File: config.mk
export PLATFORM = sky130hd
export DESIGN_NAME = sample_conditioner
export DESIGN_NICKNAME = d
export VERILOG_FILES = /design/src/rtl/sample_cond_pkg.sv /design/src/rtl/sample_conditioner_dc_blocker.sv /design/src/rtl/sample_conditioner.sv
export SDC_FILE = /design/constraint.sdc
export NUM_CORES = 1
export LEC_CHECK = 0
export ABC_AREA = 0
export CORE_ASPECT_RATIO = 1.4
export CORE_MARGIN = 3
export CORE_UTILIZATION = 61
export CTS_BUF_LIST = sky130_fd_sc_hd__clkbuf_4 sky130_fd_sc_hd__clkbuf_8
export DETAILED_ROUTE_END_ITERATION = 16
export GPL_TIMING_DRIVEN = 0
export PLACE_DENSITY_LB_ADDON = 0.25
export SYNTH_ARGS = -nofsm -noshare
export SYNTH_HDL_FRONTEND = slang
export SYNTH_SLANG_ARGS = --single-unit
File: constraint.sdc
create_clock -name clk -period 5.1 [get_ports clk]
set_input_delay 0.51 -clock clk [delete_from_list [all_inputs] [get_ports clk]]
set_output_delay 0.51 -clock clk [all_outputs]
set_load 0.02 [all_outputs]
File: src/rtl/sample_cond_pkg.sv
// Shared constants and AGC decision helper for the sample conditioner.
package sample_cond_pkg;

    localparam int unsigned SAMPLE_WIDTH_DEFAULT = 12;
    localparam int unsigned DATA_W_DEFAULT       = 8;
    localparam int unsigned OFFSET               = 128;
    localparam int unsigned AGC_LOW_THRESH       = 32;
    localparam int unsigned GAIN_W               = 3;
    localparam int unsigned OVERRUN_W            = 8;

    typedef enum logic [1:0] {
        AGC_HOLD = 2'd0,
        AGC_UP   = 2'd1,
        AGC_DOWN = 2'd2
    } agc_step_e;

    // Clipping in the window wins over a quiet window.
    function automatic agc_step_e agc_decide(
        input logic clipped,
        input logic below_low,
        input logic at_min,
        input logic at_max
    );
        if (clipped && !at_min) begin
            return AGC_DOWN;
        end else if (below_low && !at_max) begin
            return AGC_UP;
        end
        return AGC_HOLD;
    endfunction

endpackage

File: src/rtl/sample_conditioner_dc_blocker.sv
// DC tracker: leaky integrator seeded by the first sample; emits x - dc one clock later.
module dc_blocker
    import sample_cond_pkg::*;
#(
    parameter int unsigned SAMPLE_WIDTH = SAMPLE_WIDTH_DEFAULT,
    parameter int unsigned DC_SHIFT     = 6
) (
    input  logic                           clk,
    input  logic                           reset,
    input  logic [SAMPLE_WIDTH-1:0]        i_x,
    input  logic                           i_valid,
    output logic signed [SAMPLE_WIDTH:0]   o_centered,
    output logic                           o_valid
);

    localparam int unsigned AW = SAMPLE_WIDTH + DC_SHIFT;

    logic [AW-1:0]                 r_acc;
    logic                          r_seeded;
    logic [SAMPLE_WIDTH-1:0]       w_dc;
    logic [AW-1:0]                 w_acc_next;
    logic signed [SAMPLE_WIDTH:0]  w_diff;

    always_comb begin
        w_dc       = SAMPLE_WIDTH'(r_acc >> DC_SHIFT);
        w_acc_next = r_acc - AW'(w_dc) + AW'(i_x);
        w_diff     = $signed({1'b0, i_x}) - $signed({1'b0, w_dc});
    end

    always_ff @(posedge clk or posedge reset) begin
        if (reset) begin
            r_acc      <= '0;
            r_seeded   <= 1'b0;
            o_centered <= '0;
            o_valid    <= 1'b0;
        end else begin
            o_valid <= i_valid;
            if (i_valid) begin
                if (r_seeded) begin
                    r_acc      <= w_acc_next;
                    o_centered <= w_diff;
                end else begin
                    r_acc      <= AW'(i_x) << DC_SHIFT;
                    r_seeded   <= 1'b1;
                    o_centered <= '0;
                end
            end
        end
    end

endmodule

File: src/rtl/sample_conditioner.sv
// ADC sample conditioner: DC removal, shift gain, saturation, one-entry output buffer.
// Define SAMPLE_CONDITIONER_AGC_EN to let the gain adapt once per AGC window.
module sample_conditioner
    import sample_cond_pkg::*;
#(
    parameter int unsigned SAMPLE_WIDTH = SAMPLE_WIDTH_DEFAULT,
    parameter int unsigned DATA_W       = DATA_W_DEFAULT,
    parameter int unsigned DC_SHIFT     = 6,
    parameter int unsigned GAIN_INIT    = 2,
    parameter int unsigned GAIN_MAX     = 4,
    parameter int unsigned AGC_WINDOW   = 1024
) (
    input  logic                     clk,
    input  logic                     reset,
    input  logic [SAMPLE_WIDTH-1:0]  adc_data,
    input  logic                     adc_valid,
    output logic [DATA_W-1:0]        out_sample,
    output logic                     out_valid,
    input  logic                     out_ready,
    output logic [GAIN_W-1:0]        gain,
    output logic                     clip,
    output logic [OVERRUN_W-1:0]     overrun,
    output logic [DATA_W-1:0]        level
);

    localparam int unsigned CW    = SAMPLE_WIDTH + 1;
    localparam int unsigned SW    = CW + GAIN_MAX;
    localparam int unsigned MW    = DATA_W - 1;
    localparam int unsigned WIN_W = (AGC_WINDOW > 1) ? $clog2(AGC_WINDOW) : 1;
    localparam logic signed [SW-1:0] SAT_HI   = SW'((1 << MW) - 1);
    localparam logic signed [SW-1:0] SAT_LO   = SW'(-(1 << MW));
    localparam logic [MW-1:0]        MAG_MAX  = MW'((1 << MW) - 1);
    localparam logic [WIN_W-1:0]     WIN_LAST = WIN_W'(AGC_WINDOW - 1);

    logic [SAMPLE_WIDTH-1:0]  r_s1_x;
    logic                     r_s1_valid;
    logic signed [CW-1:0]     w_centered;
    logic                     w_s2_valid;
    logic [GAIN_W-1:0]        w_gain;
    logic signed [SW-1:0]     w_scaled;
    logic signed [SW-1:0]     w_abs;
    logic                     w_sat_hi;
    logic                     w_sat_lo;
    logic                     w_clip;
    logic [DATA_W-1:0]        w_sat;
    logic [DATA_W-1:0]        w_out;
    logic [MW-1:0]            w_mag;
    logic [MW-1:0]            w_peak_next;
    logic                     w_win_last;
    logic                     w_load;

    logic [DATA_W-1:0]        r_out_sample;
    logic                     r_out_valid;
    logic                     r_clip;
    logic [OVERRUN_W-1:0]     r_overrun;
    logic [DATA_W-1:0]        r_level;
    logic [MW-1:0]            r_peak;
    logic [WIN_W-1:0]         r_win_cnt;

    always_ff @(posedge clk or posedge reset) begin
        if (reset) begin
            r_s1_x     <= '0;
            r_s1_valid <= 1'b0;
        end else begin
            r_s1_valid <= adc_valid;
            if (adc_valid) begin
                r_s1_x <= adc_data;
            end
        end
    end

    dc_blocker #(
        .SAMPLE_WIDTH (SAMPLE_WIDTH),
        .DC_SHIFT     (DC_SHIFT)
    ) u_dc_blocker (
        .clk        (clk),
        .reset      (reset),
        .i_x        (r_s1_x),
        .i_valid    (r_s1_valid),
        .o_centered (w_centered),
        .o_valid    (w_s2_valid)
    );

    // Gain, saturation and offset; the peak magnitude is taken before saturation.
    always_comb begin
        w_scaled    = SW'(w_centered) <<< w_gain;
        w_sat_hi    = w_scaled > SAT_HI;
        w_sat_lo    = w_scaled < SAT_LO;
        w_clip      = w_sat_hi | w_sat_lo;
        w_sat       = w_sat_hi ? DATA_W'(SAT_HI) :
                      w_sat_lo ? DATA_W'(SAT_LO) : w_scaled[DATA_W-1:0];
        w_out       = w_sat + DATA_W'(OFFSET);
        w_abs       = w_scaled[SW-1] ? -w_scaled : w_scaled;
        w_mag       = (w_abs > SAT_HI) ? MAG_MAX : w_abs[MW-1:0];
        w_peak_next = (w_mag > r_peak) ? w_mag : r_peak;
        w_win_last  = r_win_cnt == WIN_LAST;
        w_load      = w_s2_valid && (!r_out_valid || out_ready);
    end

    always_ff @(posedge clk or posedge reset) begin
        if (reset) begin
            r_out_sample <= DATA_W'(OFFSET);
            r_out_valid  <= 1'b0;
            r_clip       <= 1'b0;
            r_overrun    <= '0;
            r_level      <= '0;
            r_peak       <= '0;
            r_win_cnt    <= '0;
        end else begin
            r_clip <= w_load && w_clip;
            if (w_load) begin
                r_out_sample <= w_out;
                r_out_valid  <= 1'b1;
            end else if (out_ready) begin
                r_out_valid  <= 1'b0;
            end
            // A result that finds the buffer still held is lost.
            if (w_s2_valid && !w_load && (r_overrun != '1)) begin
                r_overrun <= r_overrun + 1'b1;
            end
            if (w_s2_valid) begin
                r_win_cnt <= r_win_cnt + 1'b1;
                if (w_win_last) begin
                    r_level <= DATA_W'(w_peak_next);
                    r_peak  <= '0;
                end else begin
                    r_peak  <= w_peak_next;
                end
            end
        end
    end

`ifdef SAMPLE_CONDITIONER_AGC_EN
    localparam logic [MW-1:0] LOW_TH = MW'(AGC_LOW_THRESH);

    logic [GAIN_W-1:0] r_gain;
    logic              r_win_clip;
    agc_step_e         w_step;

    always_comb begin
        w_step = agc_decide(r_win_clip | w_clip, w_peak_next < LOW_TH,
                            r_gain == '0, r_gain >= GAIN_W'(GAIN_MAX));
    end

    always_ff @(posedge clk or posedge reset) begin
        if (reset) begin
            r_gain     <= GAIN_W'(GAIN_INIT);
            r_win_clip <= 1'b0;
        end else if (w_s2_valid) begin
            if (w_win_last) begin
                r_win_clip <= 1'b0;
                if (w_step == AGC_UP) begin
                    r_gain <= r_gain + 1'b1;
                end else if (w_step == AGC_DOWN) begin
                    r_gain <= r_gain - 1'b1;
                end
            end else if (w_clip) begin
                r_win_clip <= 1'b1;
            end
        end
    end

    assign w_gain = r_gain;
`else
    assign w_gain = GAIN_W'(GAIN_INIT);
`endif

    assign out_sample = r_out_sample;
    assign out_valid  = r_out_valid;
    assign clip       = r_clip;
    assign overrun    = r_overrun;
    assign level      = r_level;
    assign gain       = w_gain;

endmodule

==> results by stage <==
Clocking:
- After clock tree synthesis, the clock-pin slew on the worst setup and hold paths is 0.09 ns.
- The TritonCTS clock tree is yes.
- Clock tree synthesis selected as its root buffer the cell sky130_fd_sc_hd__clkbuf_8.
- The number of hold buffers added after CTS is 0.
- The number of H-tree branching levels is 3.
- The tree built by TritonCTS fans out to 87 sinks.
- The clock latency reported for the late side of the worst-skew pair is 0.36 ns.
- No sink is reached through more buffers than the 2 on the longest clock path.
- The number of buffers added by the clock tree synthesis step is 9.
- After clock tree synthesis, the setup repair step added 0 buffers.
- After clock tree synthesis, the repair step resized 0 gates.

Synth:
- The count of distinct cell types in the synthesized netlist is 62.
- A synthesized cell averages 9.050 µm².
- The Yosys step of the flow raised 0 warnings.
- The number of enable-type register cells in the synthesized netlist is 0.
- The cell count after synthesis is 626.
- Synthesis inferred 87 register bits.
- The sequential element share of the synthesized area is 0.3845.
- The combined area of all synthesized cells is 5665 µm².
- For this run, the leading register cell type out of synthesis is sky130_fd_sc_hd__dfrtp_1.
- After synthesis, the share of flip-flops with an asynchronous set or reset is 1.000.

Placed design:
- After detailed placement, the design holds a cell count of 776.
- Input and output buffers added on the ports amount to 40.
- Detailed placement ended at an HPWL of 10.06 mm.
- The final RePlAce weighted congestion is 0.9228.
- At the placement stage, the worst setup path has a slack of 0.6259 ns.

Power:
- The cell area power density is 727.2 nW/µm².
- The maximum VDD drop is 0.5039 mV.
- The leakage component of the power is 3.050 nW.
- The total power is 4.701 mW.

Global route:
- The total grt overflow is 0.
- The maximum number of pins on one net before global-route repair is 59.
- The first global-routing pass estimated 21.82 mm of wire.
- The initial antenna violation count came to 0.
- For this run, the total global-route usage over all layers was measured as 0.2646.
- The number of global-route vias before repair was 4657.

Routing:
- In the routed layout, each cell is associated on average with a via count of 5.889.
- Once detail routing completed, the nets flagged for antenna violations numbered 0.
- The remaining design rule violation count is 0.
- Summing over every cut layer, the via total after detailed routing is 4664.
- The first detailed-routing pass took 4 iterations.
- After detailed routing, the average wire length per cell comes to 16.31 µm.
- For this block, the initial DRC count from the detailed router was 242.
- For this block, the routed nets add up to 12.92 mm of wire.

Cells and area:
- The layout has 700 filler cells.
- The layout overhead on the synthesized area is 14.11%.
- The finished layout holds 792 standard cells, fillers aside.
- Once layout is complete, the utilization of the core stands at 0.7160.
- Registers take 2178 µm².
- In the final layout, the share of cells above drive strength 1 is 0.05985.
- The number of antenna diodes is 0.
- At the end of the flow, the number of nets in the layout was 749.
- The multi-input gate area in the final layout is 3063 µm².

Worst hold path:
- The hold path startpoint is r_s1_valid.
- The worst hold path belongs to the class reg -> reg.

Outcome:
- The run finished with clean final reports.

Timing:
- The worst pin sits at a relative slew slack of 0.4342.
- The final-report setup violation count is 0.
- Summed over all failing endpoints, the final setup total negative slack is 0 ns.
- The number of hold violations in the final report was 0.
- The worst-margin pin slew is 0.8430 ns.
- The count of pins over their slew limit is 0.
- Of the available clock period, the critical path in the final layout requires 0.9202.
- The final critical delay including setup and external delays is 4.693 ns.
- Setup repair after global routing left no endpoint under its margin.
- The clock arrives with 0.008640 ns of skew.
- The fmax is 0.2131 GHz.
- The worst path meets setup with 0.4069 ns of slack.

Die:
- 45 I/O pins were placed.
- The floorplan step defined a die boundary enclosing 10500 µm².
- The overall die height is 120.0 µm.
- The total area inside the core boundary comes to 9029 µm².
- The die is 87.45 µm wide.
- Row generation in the floorplan step produced 41 rows.
- The initial utilization of the core area, before any placement, comes to 0.6275.

Critical path:
- Traced cell by cell, the critical path runs through inv_1 -> ha_1 -> nand4_1 -> nor3b_1 -> a21boi_1 -> o32ai_2 -> o2111ai_2 -> a211o_1 -> ha_1 -> a21o_1 -> a21o_1 -> a221oi_1 -> a41oi_1 -> o21ai_1 -> a22o_1.
- STA puts the critical path data required time at 5.39 ns.
- STA classifies the critical path endpoint as a register.
- The endpoint arrival time on the critical path is 4.99 ns.
- The critical-path maximum fanout is 7.
- The startpoint-to-endpoint class of the critical path is reg -> reg.
- The critical path's top delay family is compound AO/OA/AOI/OAI gates.
- The worst setup path is launched from a register.
- The worst-path cell with the longest stage delay is sky130_fd_sc_hd__a221oi_1.
- The buffers plus inverters on the worst setup path is 1.
- The startpoint identified for the worst register-to-register timing path is u_dc_blocker.o_centered[0].
- The maximum single-stage delay on the critical path is 0.67 ns.
- The launching instance or port of the critical path is u_dc_blocker.o_centered[0].

Flow run:
- The tool flagged a number of max-cap violations equal to 0.
## Yosys cell counts, drive strengths merged (2+ instances only)
master | count | area [µm²]
dfrtp | 86 | 2152
a31oi | 2 | 12.51
nand2b | 8 | 50.05
inv | 84 | 315.3
a22o | 5 | 43.79
nor3b | 5 | 37.54
nand4 | 10 | 62.56
nand3 | 16 | 80.08
or2 | 4 | 25.03
nor3 | 10 | 50.05
and2 | 3 | 18.77
o21bai | 5 | 37.54
or3 | 5 | 36.28
o31ai | 10 | 75.07
buf | 11 | 67.57
o41ai | 2 | 17.52
o22ai | 12 | 75.07
mux2 | 4 | 45.04
conb | 2 | 7.510
o221ai | 2 | 17.52
fa | 13 | 260.3
o21ai | 50 | 250.2
o2111ai | 2 | 23.77
mux2i | 4 | 40.04
a211o | 3 | 26.28
o211ai | 3 | 22.52
a21oi | 31 | 155.2
a211oi | 4 | 30.03
nand3b | 2 | 15.01
o21a | 2 | 15.01
a21o | 10 | 75.07
xor2 | 10 | 87.58
ha | 40 | 500.5
nor2 | 41 | 156.4
a221oi | 2 | 17.52
xnor2 | 31 | 271.5
a21boi | 2 | 15.01
nand2 | 57 | 214.0
nor2b | 4 | 25.02
and3 | 2 | 12.51
clkbuf | 13 | 48.80
## cells in the final DEF, fill, tap and decap left out, types with 3 or more instances in the layout
cell                              count
sky130_fd_sc_hd__clkdlybuf4s50_1     40
sky130_fd_sc_hd__o211ai_1             3
sky130_fd_sc_hd__nand2b_1             8
sky130_fd_sc_hd__nor3_1              10
sky130_fd_sc_hd__buf_1                5
sky130_fd_sc_hd__nor2_1              40
sky130_fd_sc_hd__nand4_1             10
sky130_fd_sc_hd__a22o_1               5
sky130_fd_sc_hd__nor2b_1              4
sky130_fd_sc_hd__fa_1                13
sky130_fd_sc_hd__ha_1                40
sky130_fd_sc_hd__clkbuf_8            10
sky130_fd_sc_hd__a21o_1              10
sky130_fd_sc_hd__xor2_1              10
sky130_fd_sc_hd__buf_4                5
sky130_fd_sc_hd__nand3_1             16
sky130_fd_sc_hd__inv_1               83
sky130_fd_sc_hd__o21ai_0             48
sky130_fd_sc_hd__a211oi_1             4
sky130_fd_sc_hd__nand2_1             57
sky130_fd_sc_hd__o31ai_1             10
sky130_fd_sc_hd__mux2i_1              4
sky130_fd_sc_hd__a21oi_1             31
sky130_fd_sc_hd__nor3b_1              5
sky130_fd_sc_hd__conb_1               4
sky130_fd_sc_hd__or2_2                3
sky130_fd_sc_hd__o22ai_1             12
sky130_fd_sc_hd__dfrtp_1             86
sky130_fd_sc_hd__xnor2_1             31
sky130_fd_sc_hd__a211o_1              3
sky130_fd_sc_hd__mux2_2               4
sky130_fd_sc_hd__or3_1                4
sky130_fd_sc_hd__clkbuf_1            13
sky130_fd_sc_hd__o21bai_1             5
sky130_fd_sc_hd__and2_1               3
## metal layers
layer  GRT usage  vias to the layer above  routed length, µm
met2      0.4774                      136               6911
met5           0                        -                  0
met4      0.1344                        0                525
li1            -                     2247                  -
met3     0.03709                       40                514
met1      0.2941                     2241               4967
## cells by family after synthesis
family | after synthesis | synth area share
other | 2 | 0.001326
xor gates and xnor gates | 41 | 0.06338
and+or+nand+nor | 171 | 0.1455
buffers and inverters | 108 | 0.07619
AOI/OAI and AO/OA | 156 | 0.1798
DFF | 87 | 0.3845
adders and majority gates | 53 | 0.1343
muxes | 8 | 0.01502
## path summary, 6_finish.rpt
| path | cells past startpoint | slack, ns | to |
|---|---|---|---|
| worst max-delay path | 15 | 0.41 | r_peak[4] |
| worst min-delay path | 0 | 0.39 | u_dc_blocker.o_valid |
| worst max register to register | 15 | 0.41 | r_peak[4] |
| worst min register to register | 0 | 0.39 | u_dc_blocker.o_valid |
| max in group asynchronous | 3 | 3.95 | out_sample[7] |
| min in group asynchronous | 2 | 0.51 | u_dc_blocker.r_acc[7] |
## where the power goes
| group | total, mW | internal, mW | switching, mW | leakage [nW] |
|---|---|---|---|---|
| Sequential | 1.16 | 0.934 | 0.228 | 1.07 |
| Combinational | 2.98 | 1.32 | 1.66 | 1.87 |
| Clock | 0.555 | 0.292 | 0.262 | 0.113 |
| Total | 4.70 | 2.55 | 2.15 | 3.05 |
## flip-flops by register name (all words and copies together), names as in the netlist
| name | count |
|---|---|
| r_win_cnt | 10 |
| r_s1_valid | 1 |
| clip | 1 |
| level | 7 |
| out_sample | 7 |
| u_dc_blocker.o_valid | 1 |
| u_dc_blocker.r_seeded | 1 |
| r_peak | 7 |
| r_s1_x | 12 |
| out_valid | 1 |
| overrun | 8 |
| u_dc_blocker.o_centered | 13 |
| u_dc_blocker.r_acc | 18 |
## through the flow
step | hold slack [ns] | cell area, µm²
global placement | 0.3656 | 6207
CTS | 0.3935 | 6465
detailed placement | 0.3674 | 6237
floorplan | 0.3519 | 5673
global route | 0.4022 | 6465
finish | 0.3876 | 6465
## final cells by class
class,instances,area share
multi-input combinational,433,0.4738
timing repair buffer,41,0.06619
inverter,84,0.04916
clock buffer,10,0.02129
buffer,24,0.01800
sequential,87,0.3369
tap,107,0.02071
clock inverter,6,0.01393
No activity file was read; power rests on OpenSTA's default activity.
==> RTL edit (same settings) <==
Register the output `level` once more, cleared by the reset; this adds one clock of latency there. The other outputs are not delayed to match.
--- a/src/rtl/sample_conditioner.sv
+++ b/src/rtl/sample_conditioner.sv
@@ -170,5 +170,11 @@
     assign clip       = r_clip;
     assign overrun    = r_overrun;
-    assign level      = r_level;
+    always_ff @(posedge clk or posedge reset) begin
+        if (reset) begin
+            level <= '0;
+        end else begin
+            level <= r_level;
+        end
+    end
     assign gain       = w_gain;
 
Check against the original RTL: no difference found for any inputs over 4 cycles, from zero or initial values and one cycle with reset high; that may be too few to reach the edited logic, so the function may still have changed.
==> RTL edit against the original RTL <==
  * Sequential cell count up 7
  * Clock skew is essentially flat
  * Final cell count grew 1.6%
  * Cell area grew 2.2%
  * Wire length grew 3.7%
  * First-iteration DRC count increased by 14%
  * Worst setup slack gained 0.22 ns
  * Sequential share of layout area rose by 1.9 points
  * Critical path depth rose by 1
  * Area after synthesis is 3.4% higher
  * Total power down 3.2%
  * Critical path type unchanged
==> RTL edit: results (changes against the original RTL) <==
layout cells sized above 1 5.87% (-0.11 points); cells after synthesis 639 (+2.1%); first-pass GRT wire length 22600 µm (+3.5%); largest net degree at the start of global routing 63 (+6.8%); r2r worst-path depth 16 (+1); routability cong. 0.851 (-7.8%); Distinct cells, synth 61 (-1.6%); pre-CTS WS 0.721 ns (+0.0950 ns); GR Util All Layers 26.8% (+0.33 points); First DRT Iteration DRCs 275 (+14%); ant diodes 0 (unchanged); sequential-to-total area share from yosys stat 40.2% (+1.7 points); Largest stage delay, worst path 0.58 ns (-0.09 ns); Max VDD drop 0.531 mV (+5.4%); HPWL after detailed placement 10300 µm (+2.8%); port bufs 40 (unchanged); crit path DAT 4.78 ns (-0.21 ns); footprint of the multi-input gates 3110 µm² (+1.6%); Fillers 668 (-4.6%); relative slew slack 32.9% (-11 points); Placed Cells 789 (+1.7%); buffer type at the clock tree root clkbuf_8; routed vias/inst 6.04 (+2.6%); worst hold start r_level[2]$_DFFE_PP0P_; compound-gate portion of the synthesized area 19.3% (+1.3 points); xor/xnor share of the synthesized area 5.38% (-0.96 points); Synth area leaders dfrtp_1 (40%), ha_1 (8.5%), o21ai_0 (5.6%); status complete, no violations; final worst slack 0.628 ns (+0.221 ns); Leak Pwr 0.00315 µW (+3.2%); Crit Path Max Fanout 10 (+3); fin nets 762 (+1.7%); post-synthesis mux area share 1.28% (-0.22 points); Fin Clk Skew 0.00887 ns (+0.000233 ns); Synth Area in Adders 13.0% (-0.45 points); dpl cell area 6430 µm² (+3.1%); WHS 0.380 ns (-0.00725 ns); DRT Wirelength 13400 µm (+3.7%); slowest CP cell o21ai_0; Post-synth top cells dfrtp_1 (93), inv_1 (76), o21ai_0 (65), nand2_1 (62), ha_1 (40)
[RTL edit: changes by cell type in the layout (fill, tap and decap cells not counted), sizes merged, moves of 5 or more]
cell / before / now
a31o: 1 / 6
xnor2: 31 / 20
dfrtp: 86 / 93
inv: 86 / 77
nor2: 41 / 34
xor2: 10 / 16
nand2b: 8 / 2
and3: 2 / 8
o21ai: 50 / 66
nand2: 57 / 62
nand3: 16 / 10
[RTL edit: cells by family after synthesis]
logic type	Yosys count
muxes	7
and+or+nand+nor	168
AOI/OAI and AO/OA	179
buffers and inverters	100
adders and majority gates	53
DFF	94
xor gates and xnor gates	36
other	2
[RTL edit: layout make-up]
type / count / area share, %
plain buffers: 23 / 1.70
clock buffers: 11 / 2.10
clock inverters: 5 / 0.568
inverters: 77 / 4.41
multi-input cells: 447 / 47.1
flip-flops and latches: 94 / 35.6
well taps: 107 / 2.03
repair buffers: 41 / 6.47
[RTL edit: where the power goes]
group	leakage, µW	switching, µW	internal, µW
clock network	0.0000868	268	190
registers	0.00116	221	986
logic	0.00190	1630	1250
[RTL edit: per-layer routing]
layer | share of wire [%] | global-route usage (%)
met5 | 0 | 0
met4 | 4.7 | 15.3
met3 | 4.1 | 4.47
met2 | 52 | 46.5
met1 | 39 | 30.4
[RTL edit: worst max-delay path, delay by kind of cell (launching register included)]
kind	cells	cell delay (ns)
AO/OA/AOI/OAI	7	1.90
adder cells (fa/ha/maj)	2	0.59
buffers and inverters	2	0.32
flip-flops	1	0.39
AND/OR/NAND/NOR	5	1.21
